File: src/rtl/rv32i_pkg.sv
// Shared RV32I definitions: ALU operation codes, opcode/funct7 constants and
// the operand-select and occupancy encodings used by the issue stage.
package rv32i_pkg;

  localparam int XLEN = 32;

  typedef enum logic [3:0] {
    ALU_ADD  = 4'd0,
    ALU_SUB  = 4'd1,
    ALU_AND  = 4'd2,
    ALU_OR   = 4'd3,
    ALU_XOR  = 4'd4,
    ALU_SLL  = 4'd5,
    ALU_SRL  = 4'd6,
    ALU_SRA  = 4'd7,
    ALU_SLT  = 4'd8,
    ALU_SLTU = 4'd9
  } alu_op_t;

  localparam logic [6:0] OPC_OP     = 7'b0110011;
  localparam logic [6:0] OPC_OP_IMM = 7'b0010011;
  localparam logic [6:0] OPC_LUI    = 7'b0110111;
  localparam logic [6:0] OPC_AUIPC  = 7'b0010111;

  localparam logic [6:0] F7_BASE = 7'b0000000;
  localparam logic [6:0] F7_ALT  = 7'b0100000;

  typedef enum logic [1:0] {
    OP1_ZERO = 2'd0,
    OP1_RS1  = 2'd1,
    OP1_PC   = 2'd2
  } op1_sel_t;

  typedef enum logic [1:0] {
    OP2_ZERO = 2'd0,
    OP2_RS2  = 2'd1,
    OP2_IMM  = 2'd2
  } op2_sel_t;

  typedef enum logic {
    OCC_EMPTY = 1'b0,
    OCC_FULL  = 1'b1
  } occ_state_t;

  // alt selects the funct7=0100000 variant (SUB / SRA) where one exists.
  function automatic alu_op_t funct3_to_alu_op(input logic [2:0] funct3, input logic alt);
    alu_op_t op;
    case (funct3)
      3'b000:  op = alt ? ALU_SUB : ALU_ADD;
      3'b001:  op = ALU_SLL;
      3'b010:  op = ALU_SLT;
      3'b011:  op = ALU_SLTU;
      3'b100:  op = ALU_XOR;
      3'b101:  op = alt ? ALU_SRA : ALU_SRL;
      3'b110:  op = ALU_OR;
      3'b111:  op = ALU_AND;
      default: op = ALU_ADD;
    endcase
    return op;
  endfunction

endpackage

File: src/rtl/alu_op_decoder.sv
// Combinational decode of an RV32I word into ALU op, operand sources and
// immediate; anything outside OP/OP-IMM/LUI/AUIPC is flagged illegal.
module alu_op_decoder
  import rv32i_pkg::*;
(
  input  logic [31:0]     instr_i,
  output alu_op_t         alu_op_o,
  output op1_sel_t        op1_sel_o,
  output op2_sel_t        op2_sel_o,
  output logic [XLEN-1:0] imm_o,
  output logic [4:0]      rd_o,
  output logic            illegal_o
);

  logic [6:0]      opcode_s;
  logic [2:0]      funct3_s;
  logic [6:0]      funct7_s;
  logic [XLEN-1:0] imm_i_s;
  logic [XLEN-1:0] imm_u_s;
  logic            legal_s;
  alu_op_t         op_s;
  op1_sel_t        op1_sel_s;
  op2_sel_t        op2_sel_s;
  logic [XLEN-1:0] imm_s;

  assign opcode_s = instr_i[6:0];
  assign funct3_s = instr_i[14:12];
  assign funct7_s = instr_i[31:25];
  assign imm_i_s  = {{(XLEN-12){instr_i[31]}}, instr_i[31:20]};
  assign imm_u_s  = {instr_i[31:12], 12'h000};
  assign rd_o     = instr_i[11:7];

  // Classify the instruction and choose its operation and operand sources.
  always_comb begin
    legal_s   = 1'b0;
    op_s      = ALU_ADD;
    op1_sel_s = OP1_ZERO;
    op2_sel_s = OP2_ZERO;
    imm_s     = '0;
    case (opcode_s)
      OPC_OP: begin
        op1_sel_s = OP1_RS1;
        op2_sel_s = OP2_RS2;
        if (funct7_s == F7_BASE) begin
          legal_s = 1'b1;
          op_s    = funct3_to_alu_op(funct3_s, 1'b0);
        end else if ((funct7_s == F7_ALT) && ((funct3_s == 3'b000) || (funct3_s == 3'b101))) begin
          legal_s = 1'b1;
          op_s    = funct3_to_alu_op(funct3_s, 1'b1);
        end else begin
          legal_s = 1'b0;
        end
      end
      OPC_OP_IMM: begin
        op1_sel_s = OP1_RS1;
        op2_sel_s = OP2_IMM;
        imm_s     = imm_i_s;
        // Only the shifts constrain instr[31:25]; ADDI never becomes SUB.
        if (funct3_s == 3'b001) begin
          legal_s = (funct7_s == F7_BASE);
          op_s    = ALU_SLL;
        end else if (funct3_s == 3'b101) begin
          legal_s = (funct7_s == F7_BASE) || (funct7_s == F7_ALT);
          op_s    = funct3_to_alu_op(funct3_s, funct7_s == F7_ALT);
        end else begin
          legal_s = 1'b1;
          op_s    = funct3_to_alu_op(funct3_s, 1'b0);
        end
      end
      OPC_LUI: begin
        legal_s   = 1'b1;
        op2_sel_s = OP2_IMM;
        imm_s     = imm_u_s;
      end
      OPC_AUIPC: begin
        legal_s   = 1'b1;
        op1_sel_s = OP1_PC;
        op2_sel_s = OP2_IMM;
        imm_s     = imm_u_s;
      end
      default: legal_s = 1'b0;
    endcase
  end

  // Illegal words issue as a harmless ADD of two zero operands.
  always_comb begin
    if (legal_s) begin
      alu_op_o  = op_s;
      op1_sel_o = op1_sel_s;
      op2_sel_o = op2_sel_s;
      imm_o     = imm_s;
      illegal_o = 1'b0;
    end else begin
      alu_op_o  = ALU_ADD;
      op1_sel_o = OP1_ZERO;
      op2_sel_o = OP2_ZERO;
      imm_o     = '0;
      illegal_o = 1'b1;
    end
  end

endmodule

File: src/rtl/alu_issue_stage.sv
// RV32I ALU issue stage: decodes one instruction per cycle into a single
// valid/ready output register feeding the ALU.
module alu_issue_stage
  import rv32i_pkg::*;
(
  input  logic            clk,
  input  logic            reset,
  input  logic            flush,
  input  logic            in_valid,
  output logic            in_ready,
  input  logic [31:0]     in_instr,
  input  logic [XLEN-1:0] in_pc,
  input  logic [XLEN-1:0] in_rs1_data,
  input  logic [XLEN-1:0] in_rs2_data,
  output logic            out_valid,
  input  logic            out_ready,
  output logic [3:0]      out_alu_op,
  output logic [XLEN-1:0] out_op1,
  output logic [XLEN-1:0] out_op2,
  output logic [4:0]      out_rd,
  output logic            out_rd_we,
  output logic            out_illegal,
  output logic [XLEN-1:0] out_pc
);

  alu_op_t         dec_op_s;
  op1_sel_t        dec_op1_sel_s;
  op2_sel_t        dec_op2_sel_s;
  logic [XLEN-1:0] dec_imm_s;
  logic [4:0]      dec_rd_s;
  logic            dec_illegal_s;
  logic [XLEN-1:0] op1_s;
  logic [XLEN-1:0] op2_s;
  logic            rd_we_s;

  occ_state_t      state_q, state_d;
  logic            load_s;

  alu_op_t         alu_op_q;
  logic [XLEN-1:0] op1_q;
  logic [XLEN-1:0] op2_q;
  logic [4:0]      rd_q;
  logic            rd_we_q;
  logic            illegal_q;
  logic [XLEN-1:0] pc_q;

  alu_op_decoder u_dec (
    .instr_i   (in_instr),
    .alu_op_o  (dec_op_s),
    .op1_sel_o (dec_op1_sel_s),
    .op2_sel_o (dec_op2_sel_s),
    .imm_o     (dec_imm_s),
    .rd_o      (dec_rd_s),
    .illegal_o (dec_illegal_s)
  );

  // Operand muxes and writeback enable.
  always_comb begin
    op1_s = '0;
    op2_s = '0;
    case (dec_op1_sel_s)
      OP1_RS1: op1_s = in_rs1_data;
      OP1_PC:  op1_s = in_pc;
      default: op1_s = '0;
    endcase
    case (dec_op2_sel_s)
      OP2_RS2: op2_s = in_rs2_data;
      OP2_IMM: op2_s = dec_imm_s;
      default: op2_s = '0;
    endcase
    rd_we_s = !dec_illegal_s && (dec_rd_s != 5'd0);
  end

  assign in_ready = (state_q == OCC_EMPTY) || out_ready;

  // Occupancy next state; flush wins over a concurrent capture.
  always_comb begin
    state_d = state_q;
    load_s  = 1'b0;
    case (state_q)
      OCC_EMPTY: begin
        if (flush) begin
          state_d = OCC_EMPTY;
        end else if (in_valid) begin
          state_d = OCC_FULL;
          load_s  = 1'b1;
        end else begin
          state_d = OCC_EMPTY;
        end
      end
      OCC_FULL: begin
        if (flush) begin
          state_d = OCC_EMPTY;
        end else if (out_ready && in_valid) begin
          state_d = OCC_FULL;
          load_s  = 1'b1;
        end else if (out_ready) begin
          state_d = OCC_EMPTY;
        end else begin
          state_d = OCC_FULL;
        end
      end
      default: state_d = OCC_EMPTY;
    endcase
  end

  // Occupancy register.
  always_ff @(posedge clk or posedge reset) begin
    if (reset) begin
      state_q <= OCC_EMPTY;
    end else begin
      state_q <= state_d;
    end
  end

  // Issue payload register; loads as a unit on capture, otherwise holds.
  always_ff @(posedge clk or posedge reset) begin
    if (reset) begin
      alu_op_q  <= ALU_ADD;
      op1_q     <= '0;
      op2_q     <= '0;
      rd_q      <= 5'd0;
      rd_we_q   <= 1'b0;
      illegal_q <= 1'b0;
      pc_q      <= '0;
    end else if (load_s) begin
      alu_op_q  <= dec_op_s;
      op1_q     <= op1_s;
      op2_q     <= op2_s;
      rd_q      <= dec_rd_s;
      rd_we_q   <= rd_we_s;
      illegal_q <= dec_illegal_s;
      pc_q      <= in_pc;
    end
  end

  assign out_valid   = (state_q == OCC_FULL);
  assign out_alu_op  = alu_op_q;
  assign out_op1     = op1_q;
  assign out_op2     = op2_q;
  assign out_rd      = rd_q;
  assign out_rd_we   = rd_we_q;
  assign out_illegal = illegal_q;
  assign out_pc      = pc_q;

endmodule
File: config.mk
export PLATFORM = sky130hd
export DESIGN_NAME = alu_issue_stage
export DESIGN_NICKNAME = d
export VERILOG_FILES = /design/src/rtl/rv32i_pkg.sv /design/src/rtl/alu_op_decoder.sv /design/src/rtl/alu_issue_stage.sv
export SDC_FILE = /design/constraint.sdc
export NUM_CORES = 1
export LEC_CHECK = 0
export ABC_AREA = 1
export CORE_MARGIN = 2
export CORE_UTILIZATION = 44
export DETAILED_ROUTE_END_ITERATION = 6
export PLACE_DENSITY_LB_ADDON = 0.08
export SYNTH_ARGS = -nofsm -noshare
export SYNTH_HDL_FRONTEND = slang
export SYNTH_HIERARCHICAL = 1
export SYNTH_SLANG_ARGS = --single-unit
File: constraint.sdc
create_clock -name clk -period 4.2 [get_ports clk]
set_clock_uncertainty 0.1 [all_clocks]
set_input_delay 0.63 -clock clk [delete_from_list [all_inputs] [get_ports clk]]
set_output_delay 0.63 -clock clk [all_outputs]
set_load 0.1 [all_outputs]
==> metrics.md, run 1 <==
| Metric | Value |
|---|---|
| Final period util | 76.0% |
| Worst slew margin relative to its limit | 25.4% |
| Setup Total Neg Slack | 0 ns |
| CP max FO | 32 |
| Post-synthesis cell area | 6110 um^2 |
| Slowest cell on crit path | sky130_fd_sc_hd__ha_1 |
| Combined global-route utilization of all metal layers | 24.6% |
| Initial Utilization | 44.5% |
| Leading area contributor after synthesis | sky130_fd_sc_hd__dfrtp_1 |
| Result of the run | complete, no violations |
| Clock share of power | 30.1% |
| Cell mode on critical path | sky130_fd_sc_hd__nand2_1 |
| Total half-perimeter wirelength after legalization and detailed placement | 12,500 um |
| DR iter-0 viols | 422 |
| Vias per Instance | 4.75 |
| Global-route wire length before repair | 28,700 um |
| Register bit count reported by yosys | 108 |
| Avg Cell Area, Syn | 6.83 um^2 |
| Number of hold violations in the final report | 0 |
| Drt pass-1 iters | 5 |
| Largest cells by area after synthesis | sky130_fd_sc_hd__dfrtp_1, sky130_fd_sc_hd__nand2_1, sky130_fd_sc_hd__nand3_1 |
| Number of nets in the finished design | 1,245 |
| Clock buffers created by TritonCTS | 9 |
| Setup repair after global routing missed its margin | no |
| Remaining design rule violation count | 0 |
| Signal arrival time at the worst endpoint | 3.38 ns |
| CTS max path bufs | 2 |
| WS Path Type | primary input to flip-flop |
| Chip height | 122 um |
| Final estimated routing congestion in global placement | 0.937 |
| Static Leakage | 4.79 nW |
| Worst skew pair latency | 0.34 ns |
| Series of cell instances along the critical path | clkdlybuf4s50_1, inv_1, ha_1, nand2_1, nand2_1, nand3_1, nand2_1, nand2_2, inv_1, inv_1, ha_1, nand2_1, nand2_1, nand3_1, nand2_1 |
| Endpoint required time on the critical path | 4.39 ns |
| Count of instances resized after the clock tree is built | 0 |
| Die area | 14,800 um^2 |
| Slew of the pin with the lowest slew margin | 1.12 ns |
| Worst IR Drop VDD | 0.000195 V |
| Vias post-DR | 6,119 |
| Final setup vio count | 0 |
| Share of the synthesized area in the top cell type | 44.2% |
| Seq/Total Area, Yosys | 44.2% |
| Crit. End Element | flip-flop |
| Worst hold path type | flip-flop to flip-flop |
| Final core occ | 64.5% |
| Antenna violations before repair | 0 |
| Fmax | 313 MHz |
| Net Count, Synth | 1,037 |
| Diodes inserted | 0 |
| Share of final-layout standard cells stronger than drive strength 1 | 6.77% |
| Area of the core | 13,700 um^2 |
| Total power density per cell area | 316 nW/um^2 |
| Post-synthesis cell type count | 28 |
| Count of yosys warnings during synthesis | 6 |
| Final-layout worst hold slack | 0.369 ns |
| Layout Area Growth over Synthesis | 44.7% |
| Number of cell rows | 43 |
| Hold depth | 2 |
| Number of buffers inserted by port buffering | 241 |
| R2R depth | 5 |
| TritonCTS clock tree | done |
| Number of standard cells after synthesis | 895 |
| Maximum number of pins on one net before global-route repair | 106 |
| H-tree depth reported by CTS | 3 |
| Number of pins exceeding their max-slew limit in the final report | 0 |
| Routed length per placed instance | 13.9 um |
| Min Clock Period, post-route | 3.19 ns |
| Part of the power in registers | 40.2% |
| Max Cap Violations | 0 |
| IO Count | 242 |
| Part of the total power dissipated in combinational logic | 29.7% |
| Chip width | 122 um |
| Internal power | 1.78 mW |
| Count of antenna-violating nets left after detailed routing | 0 |
| Post-CTS setup repair buffer count | 0 |
| Crit path largest cell delay | 0.89 ns |
| CTS Hold Bufs | 0 |
| Post-CTS clock slew at the launch and capture registers of the worst setup and hold paths | 0.07 ns |
| Drt total wl | 17,900 um |
| Sw Share | 36.3% |
| Net Switching | 1.01 mW |
| Critical path launch point type | primary input |
| Clock sink count | 108 |
| Number of global-route vias before repair | 5,661 |
| Final global-route overflow total | 0 |
| Cell at the root of the clock tree | sky130_fd_sc_hd__clkbuf_16 |
sequential cells by signal, indices dropped and copies added, names as in the netlist:
signal and cells:
out_op1 32, out_op2 32, out_pc 32, out_rd 5
out_alu_op 4, out_illegal 1, out_rd_we 1, out_valid 1
cells in the final DEF (no fill, tap or decap), types with 8 or more instances in the layout:
master	count
sky130_fd_sc_hd__clkdlybuf4s50_1	240
sky130_fd_sc_hd__inv_2	14
sky130_fd_sc_hd__nor2_1	30
sky130_fd_sc_hd__nand2_2	23
sky130_fd_sc_hd__inv_1	59
sky130_fd_sc_hd__ha_1	9
sky130_fd_sc_hd__nand3_1	71
sky130_fd_sc_hd__dfrtp_1	108
sky130_fd_sc_hd__o21ai_0	24
sky130_fd_sc_hd__clkbuf_16	9
sky130_fd_sc_hd__buf_4	8
sky130_fd_sc_hd__nand2_1	486
routing by layer:
layer | vias up | global-route usage, % | part of all wire (%)
met5 | - | 0 | 0
met4 | 0 | 5.75 | 1.3
met3 | 17 | 5.10 | 6.5
met2 | 187 | 41.5 | 48
met1 | 2806 | 32.5 | 44
li1 | 3109 | - | -
cells by family (layout without fill, tap and decap cells):
logic type / Yosys count / count (layout) / synth area share [%]
AOI/OAI and AO/OA: 29 / 29 / 2.54
and+or+nand+nor: 620 / 620 / 41.4
DFF: 108 / 108 / 44.2
buffers and inverters: 129 / 342 / 9.97
adders and majority gates: 9 / 9 / 1.84
power by group through the flow:
| stage | Combinational, mW | Sequential [mW] | Clock [mW] |
|---|---|---|---|
| 3_5_place_dp | 0.833 | 1.14 | 0 |
| 3_3_place_gp | 0.832 | 1.14 | 0 |
| 5_1_grt | 0.872 | 1.13 | 0.905 |
| 4_1_cts | 0.835 | 1.12 | 0.864 |
| 6_report | 0.830 | 1.12 | 0.840 |
| 2_1_floorplan | 0.137 | 1.55 | 0 |
through the flow:
| step | cells | instance area [um^2] | worst slack (ns) | power (mW) |
|---|---|---|---|---|
| floorplan | 895 | 6110 | 0.624 | 1.69 |
| global placement | 1272 | 8550 | 0.723 | 1.97 |
| detailed placement | 1272 | 8550 | 0.672 | 1.97 |
| CTS | 1288 | 8840 | 1.01 | 2.82 |
| global route | 1288 | 8840 | 0.633 | 2.90 |
| finish | 1288 | 8840 | 1.01 | 2.79 |
synth_stat cells (all sizes together):
| master | n |
|---|---|
| nand2 | 509 |
| dfrtp | 108 |
| inv | 74 |
| nand3 | 74 |
| buf | 45 |
| nor2 | 35 |
| o21ai | 25 |
| clkbuf | 9 |
| ha | 9 |
| a21boi | 1 |
| a21oi | 1 |
| clkinv | 1 |
| nor3 | 1 |
| nor4 | 1 |
| o21bai | 1 |
| o22ai | 1 |
worst max-delay path: cells and delay by family:
kind / cells / cell delay [ns]
fa+ha+maj: 2 / 1.12
simple gates: 9 / 0.85
buf+inv: 4 / 0.78
worst paths after layout:
kind,start,to,slack (ns)
max,in_instr[13],out_op2[22]$_DFFE_PP0P_,1.01
min,out_pc[20]$_DFFE_PP0P_,out_pc[20]$_DFFE_PP0P_,0.37
max reg2reg,out_valid$_DFF_PP0_,out_rd[4]$_DFFE_PP0P_,2.70
min reg2reg,out_pc[20]$_DFFE_PP0P_,out_pc[20]$_DFFE_PP0P_,0.37
max in group asynchronous,reset,out_op2[2]$_DFFE_PP0P_,2.64
min in group asynchronous,reset,out_op1[17]$_DFFE_PP0P_,0.63
cell type report:
cell class | count | area [um^2]
clock buffers | 11 | 253
well taps | 180 | 225
inverters | 75 | 284
fillers | 1302 | 4880
flip-flops and latches | 108 | 2700
repair buffers | 251 | 2520
multi-input cells | 658 | 2810
clock inverters | 5 | 43.8
Note: power is estimated with default switching activity, not from simulation.
==> run 2: changes to the inputs <==
==> constraint.sdc (replaced) <==
create_clock -name clk -period 3.2 [get_ports clk]
set_clock_uncertainty 0.1 [all_clocks]
set_input_delay 0.48 -clock clk [delete_from_list [all_inputs] [get_ports clk]]
set_output_delay 0.48 -clock clk [all_outputs]
set_load 0.1 [all_outputs]
==> run 2 against run 1 <==
Compared with the run above:
- register-to-register slack worse by 1.2 ns
- non-clock buffer count rose by 7
- combinational power grew 29%
- routed wire length is 2.1% higher
- largest power group unchanged
==> metrics.md, run 2 (synthesis results as in run 1) <==
| Metric | Value |
|---|---|
| Setup repair after global routing missed its margin | no |
| Chip width | 122 um |
| Worst IR Drop VDD | 0.000223 V |
| Clock sink count | 108 |
| Layout Cells excl Fill | 1,295 |
| Maximum number of pins on one net before global-route repair | 61 |
| Final global-route overflow total | 0 |
| Internal power | 2.46 mW |
| Final setup vio count | 0 |
| Remaining design rule violation count | 0 |
| Diodes inserted | 0 |
| Signal arrival time at the worst endpoint | 2.79 ns |
| Fmax | 384 MHz |
| Cell at the root of the clock tree | sky130_fd_sc_hd__clkbuf_16 |
| Cell mode on critical path | sky130_fd_sc_hd__nand2_1 |
| Crit. End Element | flip-flop |
| Final period util | 81.3% |
| Share of final-layout standard cells stronger than drive strength 1 | 17.0% |
| Net Switching | 1.34 mW |
| Part of the total power dissipated in combinational logic | 28.3% |
| Post-CTS clock slew at the launch and capture registers of the worst setup and hold paths | 0.07 ns |
| Layout Area Growth over Synthesis | 42.4% |
| Min Clock Period, post-route | 2.60 ns |
| Crit path largest cell delay | 0.52 ns |
| Slowest cell on crit path | sky130_fd_sc_hd__clkdlybuf4s50_1 |
| H-tree depth reported by CTS | 3 |
| Area of the core | 13,700 um^2 |
| CP max FO | 32 |
| Count of instances resized after the clock tree is built | 0 |
| Number of pins exceeding their max-slew limit in the final report | 0 |
| Static Leakage | 5.05 nW |
| Total power density per cell area | 436 nW/um^2 |
| Number of global-route vias before repair | 6,001 |
| DR iter-0 viols | 382 |
| Clock buffers created by TritonCTS | 9 |
| Max Cap Violations | 0 |
| Commonest non-fill, non-tap cells in the layout | sky130_fd_sc_hd__nand2_1, sky130_fd_sc_hd__clkdlybuf4s50_1, sky130_fd_sc_hd__buf_4 |
| IO Count | 242 |
| Worst skew pair latency | 0.35 ns |
| Post-CTS setup repair buffer count | 0 |
| TritonCTS clock tree | done |
| Number of cell rows | 43 |
| Vias post-DR | 6,229 |
| Total half-perimeter wirelength after legalization and detailed placement | 13,100 um |
| Number of buffers inserted by port buffering | 241 |
| Delay-heaviest family, CP | buffers and inverters |
| Number of nets in the finished design | 1,252 |
| Die area | 14,800 um^2 |
| Drt pass-1 iters | 5 |
| Series of cell instances along the critical path | clkdlybuf4s50_1, inv_1, ha_1, nand2_1, nand2_1, nand3_1, nand2_1, nand2_2, nand3_4, nand2_2, inv_2, inv_1, ha_1, buf_4, nand2_1, nand2_1, nand3_1, nand2_1 |
| Combined global-route utilization of all metal layers | 25.3% |
| Final estimated routing congestion in global placement | 0.925 |
| Vias per Instance | 4.81 |
| Number of placed instances with taps included | 1,279 |
| Worst slew margin relative to its limit | 56.7% |
| Antenna violations before repair | 0 |
| CTS Hold Bufs | 0 |
| Endpoint required time on the critical path | 3.39 ns |
| Routed length per placed instance | 14.1 um |
| WS Path Type | primary input to flip-flop |
| Count of antenna-violating nets left after detailed routing | 0 |
| Chip height | 122 um |
| Critical path launch point type | primary input |
| Part of the power in registers | 38.8% |
| Setup Total Neg Slack | 0 ns |
| CTS max path bufs | 2 |
| Most common cell after layout, fill and taps aside | sky130_fd_sc_hd__nand2_1 |
| Buffering stage count on the worst path with inverters included | 5 |
| Clock share of power | 32.9% |
| Result of the run | complete, no violations |
| Number of hold violations in the final report | 0 |
| Drt total wl | 18,300 um |
| Worst hold path type | flip-flop to flip-flop |
| Slew of the pin with the lowest slew margin | 0.650 ns |
| Initial Utilization | 44.5% |
| Sw Share | 35.2% |
| Global-route wire length before repair | 29,600 um |
==> run 2: worst paths after layout <==
path / slack, ns / start / depth (start not counted) / endpoint
worst min-delay path: 0.37 / out_pc[21]$_DFFE_PP0P_ / 2 / out_pc[21]$_DFFE_PP0P_
worst min register to register: 0.37 / out_pc[21]$_DFFE_PP0P_ / 2 / out_pc[21]$_DFFE_PP0P_
max in group asynchronous: 1.95 / reset / 3 / out_op1[19]$_DFFE_PP0P_
worst max-delay path: 0.60 / in_instr[13] / 18 / out_op1[12]$_DFFE_PP0P_
min in group asynchronous: 0.42 / reset / 2 / out_rd[3]$_DFFE_PP0P_
worst max register to register: 1.55 / out_valid$_DFF_PP0_ / 5 / out_op2[3]$_DFFE_PP0P_
==> run 2: layer usage <==
layer	vias to the layer above	global-route usage [%]	share of wire [%]
met2	195	41.6	47
met1	2880	32.6	43
met3	25	6.74	7.6
met5	-	0	0
met4	0	7.83	1.9
li1	3129	-	-
==> run 2: worst register-to-register path, stage by stage (launching register included) <==
cell                      delay [ns]
sky130_fd_sc_hd__dfrtp_1        0.40
sky130_fd_sc_hd__nand2_2        0.11
sky130_fd_sc_hd__nand3_4        0.38
sky130_fd_sc_hd__buf_12         0.36
sky130_fd_sc_hd__nand2_1        0.14
sky130_fd_sc_hd__nand2_1        0.05
==> run 2: area by class of cell <==
type / instances / area (um^2)
timing repair buffer: 258 / 2340
inverter: 75 / 285
sequential: 108 / 2700
fill: 1350 / 5020
clock buffer: 11 / 253
multi-input combinational: 658 / 2810
clock inverter: 5 / 82.6
tap: 180 / 225
==> run 2: power groups by stage <==
stage                     registers, mW  clock network (mW)  logic [mW]
after global placement             1.50                   0        1.07
after floorplan                    2.04                   0       0.180
after CTS                          1.48                1.27        1.08
final                              1.48                1.25        1.07
after global routing               1.48                1.33        1.13
after detailed placement           1.50                   0        1.08
==> run 2: through the flow <==
stage          power [mW]  utilization, %  worst slack [ns]  hold WS (ns)  instance area [um^2]
2_1_floorplan        2.22               -             0.683         0.492                  6110
3_3_place_gp         2.57            61.0             0.265         0.355                  8370
3_5_place_dp         2.58            61.0             0.234         0.360                  8370
4_1_cts              3.83            63.4             0.608         0.377                  8700
5_1_grt              3.94            63.4             0.318         0.393                  8700
6_report             3.80            63.4             0.599         0.373                  8700
==> run 3: changes to the inputs <==
--- a/config.mk
+++ b/config.mk
@@ -7,7 +7,7 @@
 export LEC_CHECK = 0
 export ABC_AREA = 1
 export CORE_MARGIN = 2
-export CORE_UTILIZATION = 44
+export CORE_UTILIZATION = 40
 export DETAILED_ROUTE_END_ITERATION = 6
 export PLACE_DENSITY_LB_ADDON = 0.08
 export SYNTH_ARGS = -nofsm -noshare
==> constraint.sdc (replaced) <==
create_clock -name clk -period 2.31 [get_ports clk]
set_clock_uncertainty 0.1 [all_clocks]
set_input_delay 0.3465 -clock clk [delete_from_list [all_inputs] [get_ports clk]]
set_output_delay 0.3465 -clock clk [all_outputs]
set_load 0.1 [all_outputs]
==> run 3 against run 2 <==
Compared with the run above:
- sequential share of layout area decreased by 1.5 points
- worst setup slack got worse by 0.49 ns
- sequential power increased by 39%
- routed wire length increased by 7.5%
- clock power increased by 29%
- via count increased by 2.0%
- register-to-register slack got worse by 0.60 ns
- critical path depth decreased by 2
- utilization decreased by 2.8 points
- final area increased by 5.2%
==> metrics.md, run 3 (synthesis results as in run 1) <==
| Metric | Value |
|---|---|
| Chip height | 128 um |
| Chip width | 128 um |
| CP max FO | 8 |
| Antenna violations before repair | 0 |
| Layout Cells excl Fill | 1,331 |
| Fmax | 454 MHz |
| Final-layout worst hold slack | 0.271 ns |
| PnR Total Power | 5.18 mW |
| Number of hold violations in the final report | 0 |
| Final setup vio count | 0 |
| IO Count | 242 |
| Critical path launch point type | primary input |
| Setup Total Neg Slack | 0 ns |
| Clock sink count | 108 |
| Number of cell rows | 45 |
| Combined global-route utilization of all metal layers | 23.3% |
| Cell at the root of the clock tree | sky130_fd_sc_hd__clkbuf_16 |
| Post-CTS clock slew at the launch and capture registers of the worst setup and hold paths | 0.07 ns |
| Max Cap Violations | 0 |
| Die area | 16,300 um^2 |
| Pre-CTS setup slack | -0.343 ns |
| Area of the multi-input gates | 2910 um^2 |
| Count of antenna-violating nets left after detailed routing | 0 |
| Final estimated routing congestion in global placement | 0.914 |
| Vias post-DR | 6,356 |
| DR iter-0 viols | 446 |
| Number of nets in the finished design | 1,281 |
| Static Leakage | 5.25 nW |
| Worst hold path type | primary input to asynchronous set/reset pin |
| Number of fillers in the final layout | 1,478 |
| Final core occ | 60.7% |
| H-tree depth reported by CTS | 3 |
| Layout Area Growth over Synthesis | 49.8% |
| Final period util | 95.4% |
| Clock buffers created by TritonCTS | 9 |
| Maximum number of pins on one net before global-route repair | 71 |
| Routed length per placed instance | 14.8 um |
| Signal arrival time at the worst endpoint | 2.36 ns |
| Slew of the pin with the lowest slew margin | 0.509 ns |
| Min Clock Period, post-route | 2.20 ns |
| Share of final-layout standard cells stronger than drive strength 1 | 20.6% |
| Final design instance area without fill | 9160 um^2 |
| CTS Hold Bufs | 0 |
| Final global-route overflow total | 0 |
| Vias per Instance | 4.78 |
| Commonest non-fill, non-tap cells in the layout | sky130_fd_sc_hd__nand2_1, sky130_fd_sc_hd__buf_4, sky130_fd_sc_hd__clkdlybuf4s50_1 |
| Number of placed instances with taps included | 1,310 |
| R2r setup slk | 0.95 ns |
| Total power density per cell area | 566 nW/um^2 |
| Number of buffers inserted by port buffering | 241 |
| CTS max path bufs | 2 |
| Drt total wl | 19,700 um |
| Worst slew margin relative to its limit | 66.0% |
| Crit. End Element | flip-flop |
| Most common cell after layout, fill and taps aside | sky130_fd_sc_hd__nand2_1 |
| WS Path Type | primary input to flip-flop |
| Worst-case setup margin in the final layout | 0.105 ns |
| Endpoint required time on the critical path | 2.46 ns |
| Number of pins exceeding their max-slew limit in the final report | 0 |
| Global-route wire length before repair | 30,100 um |
| Number of global-route vias before repair | 5,897 |
| Remaining design rule violation count | 0 |
| Result of the run | complete, no violations |
| Sequential Area | 2700 um^2 |
| Initial Utilization | 40.5% |
| Total half-perimeter wirelength after legalization and detailed placement | 13,500 um |
| Area of the core | 15,100 um^2 |
| Diodes inserted | 0 |
| Worst skew pair latency | 0.35 ns |
| Worst IR Drop VDD | 0.000355 V |
| TritonCTS clock tree | done |
| Total cell area at the placement stage | 8610 um^2 |
| Drt pass-1 iters | 5 |
-- run 3: what timing repair did --
action,CTS,global route
gates resized for setup,0,33
endpoints found under the setup margin,0,64
setup buffers,0,1
-- run 3: power breakdown --
group          total, mW  internal, mW  leakage (nW)  switching, mW
Clock               1.61         0.897         0.145          0.710
Combinational       1.53         0.437          3.66           1.09
Sequential          2.05          1.99          1.45         0.0545
Total               5.18          3.33          5.25           1.86
-- run 3: worst paths after layout --
path	start	to	cells past startpoint
worst max-delay path	in_instr[4]	out_op1[13]$_DFFE_PP0P_	16
worst min-delay path	reset	out_op1[14]$_DFFE_PP0P_	2
worst max register to register	out_valid$_DFF_PP0_	out_op1[16]$_DFFE_PP0P_	5
worst min register to register	out_pc[24]$_DFFE_PP0P_	out_pc[24]$_DFFE_PP0P_	2
max in group asynchronous	reset	out_op2[21]$_DFFE_PP0P_	3
min in group clk	out_pc[24]$_DFFE_PP0P_	out_pc[24]$_DFFE_PP0P_	2
-- run 3: layer usage --
metal  global-route usage (%)  vias up  part of all wire, %  routed length [um]
met5                        0        -                    0                   0
li1                         -     3181                    -                   -
met4                     7.18        0                  1.9                 369
met2                     38.6      213                   47                9320
met3                     4.44       28                  7.1                1390
met1                     31.0     2934                   44                8590
-- run 3: cell type report --
type,count,share of cell area (%)
inverter,75,3.12
multi-input combinational,658,31.8
clock buffer,12,2.80
sequential,108,29.5
clock inverter,3,0.506
timing repair buffer,287,29.7
tap,188,2.57
-- run 3: critical path, stage by stage --
cell and delay (ns):
sky130_fd_sc_hd__clkdlybuf4s50_1 0.51, sky130_fd_sc_hd__inv_2 0.05, sky130_fd_sc_hd__nor2_4 0.13, sky130_fd_sc_hd__nand2_2 0.09, sky130_fd_sc_hd__nor2_4 0.19, sky130_fd_sc_hd__nand3_4 0.13, sky130_fd_sc_hd__nand3_4 0.09, sky130_fd_sc_hd__nand2_2 0.05
sky130_fd_sc_hd__inv_2 0.08, sky130_fd_sc_hd__inv_2 0.05, sky130_fd_sc_hd__ha_4 0.19, sky130_fd_sc_hd__buf_6 0.16, sky130_fd_sc_hd__nand2_1 0.08, sky130_fd_sc_hd__nand2_1 0.07, sky130_fd_sc_hd__nand3_1 0.08, sky130_fd_sc_hd__nand2_1 0.05
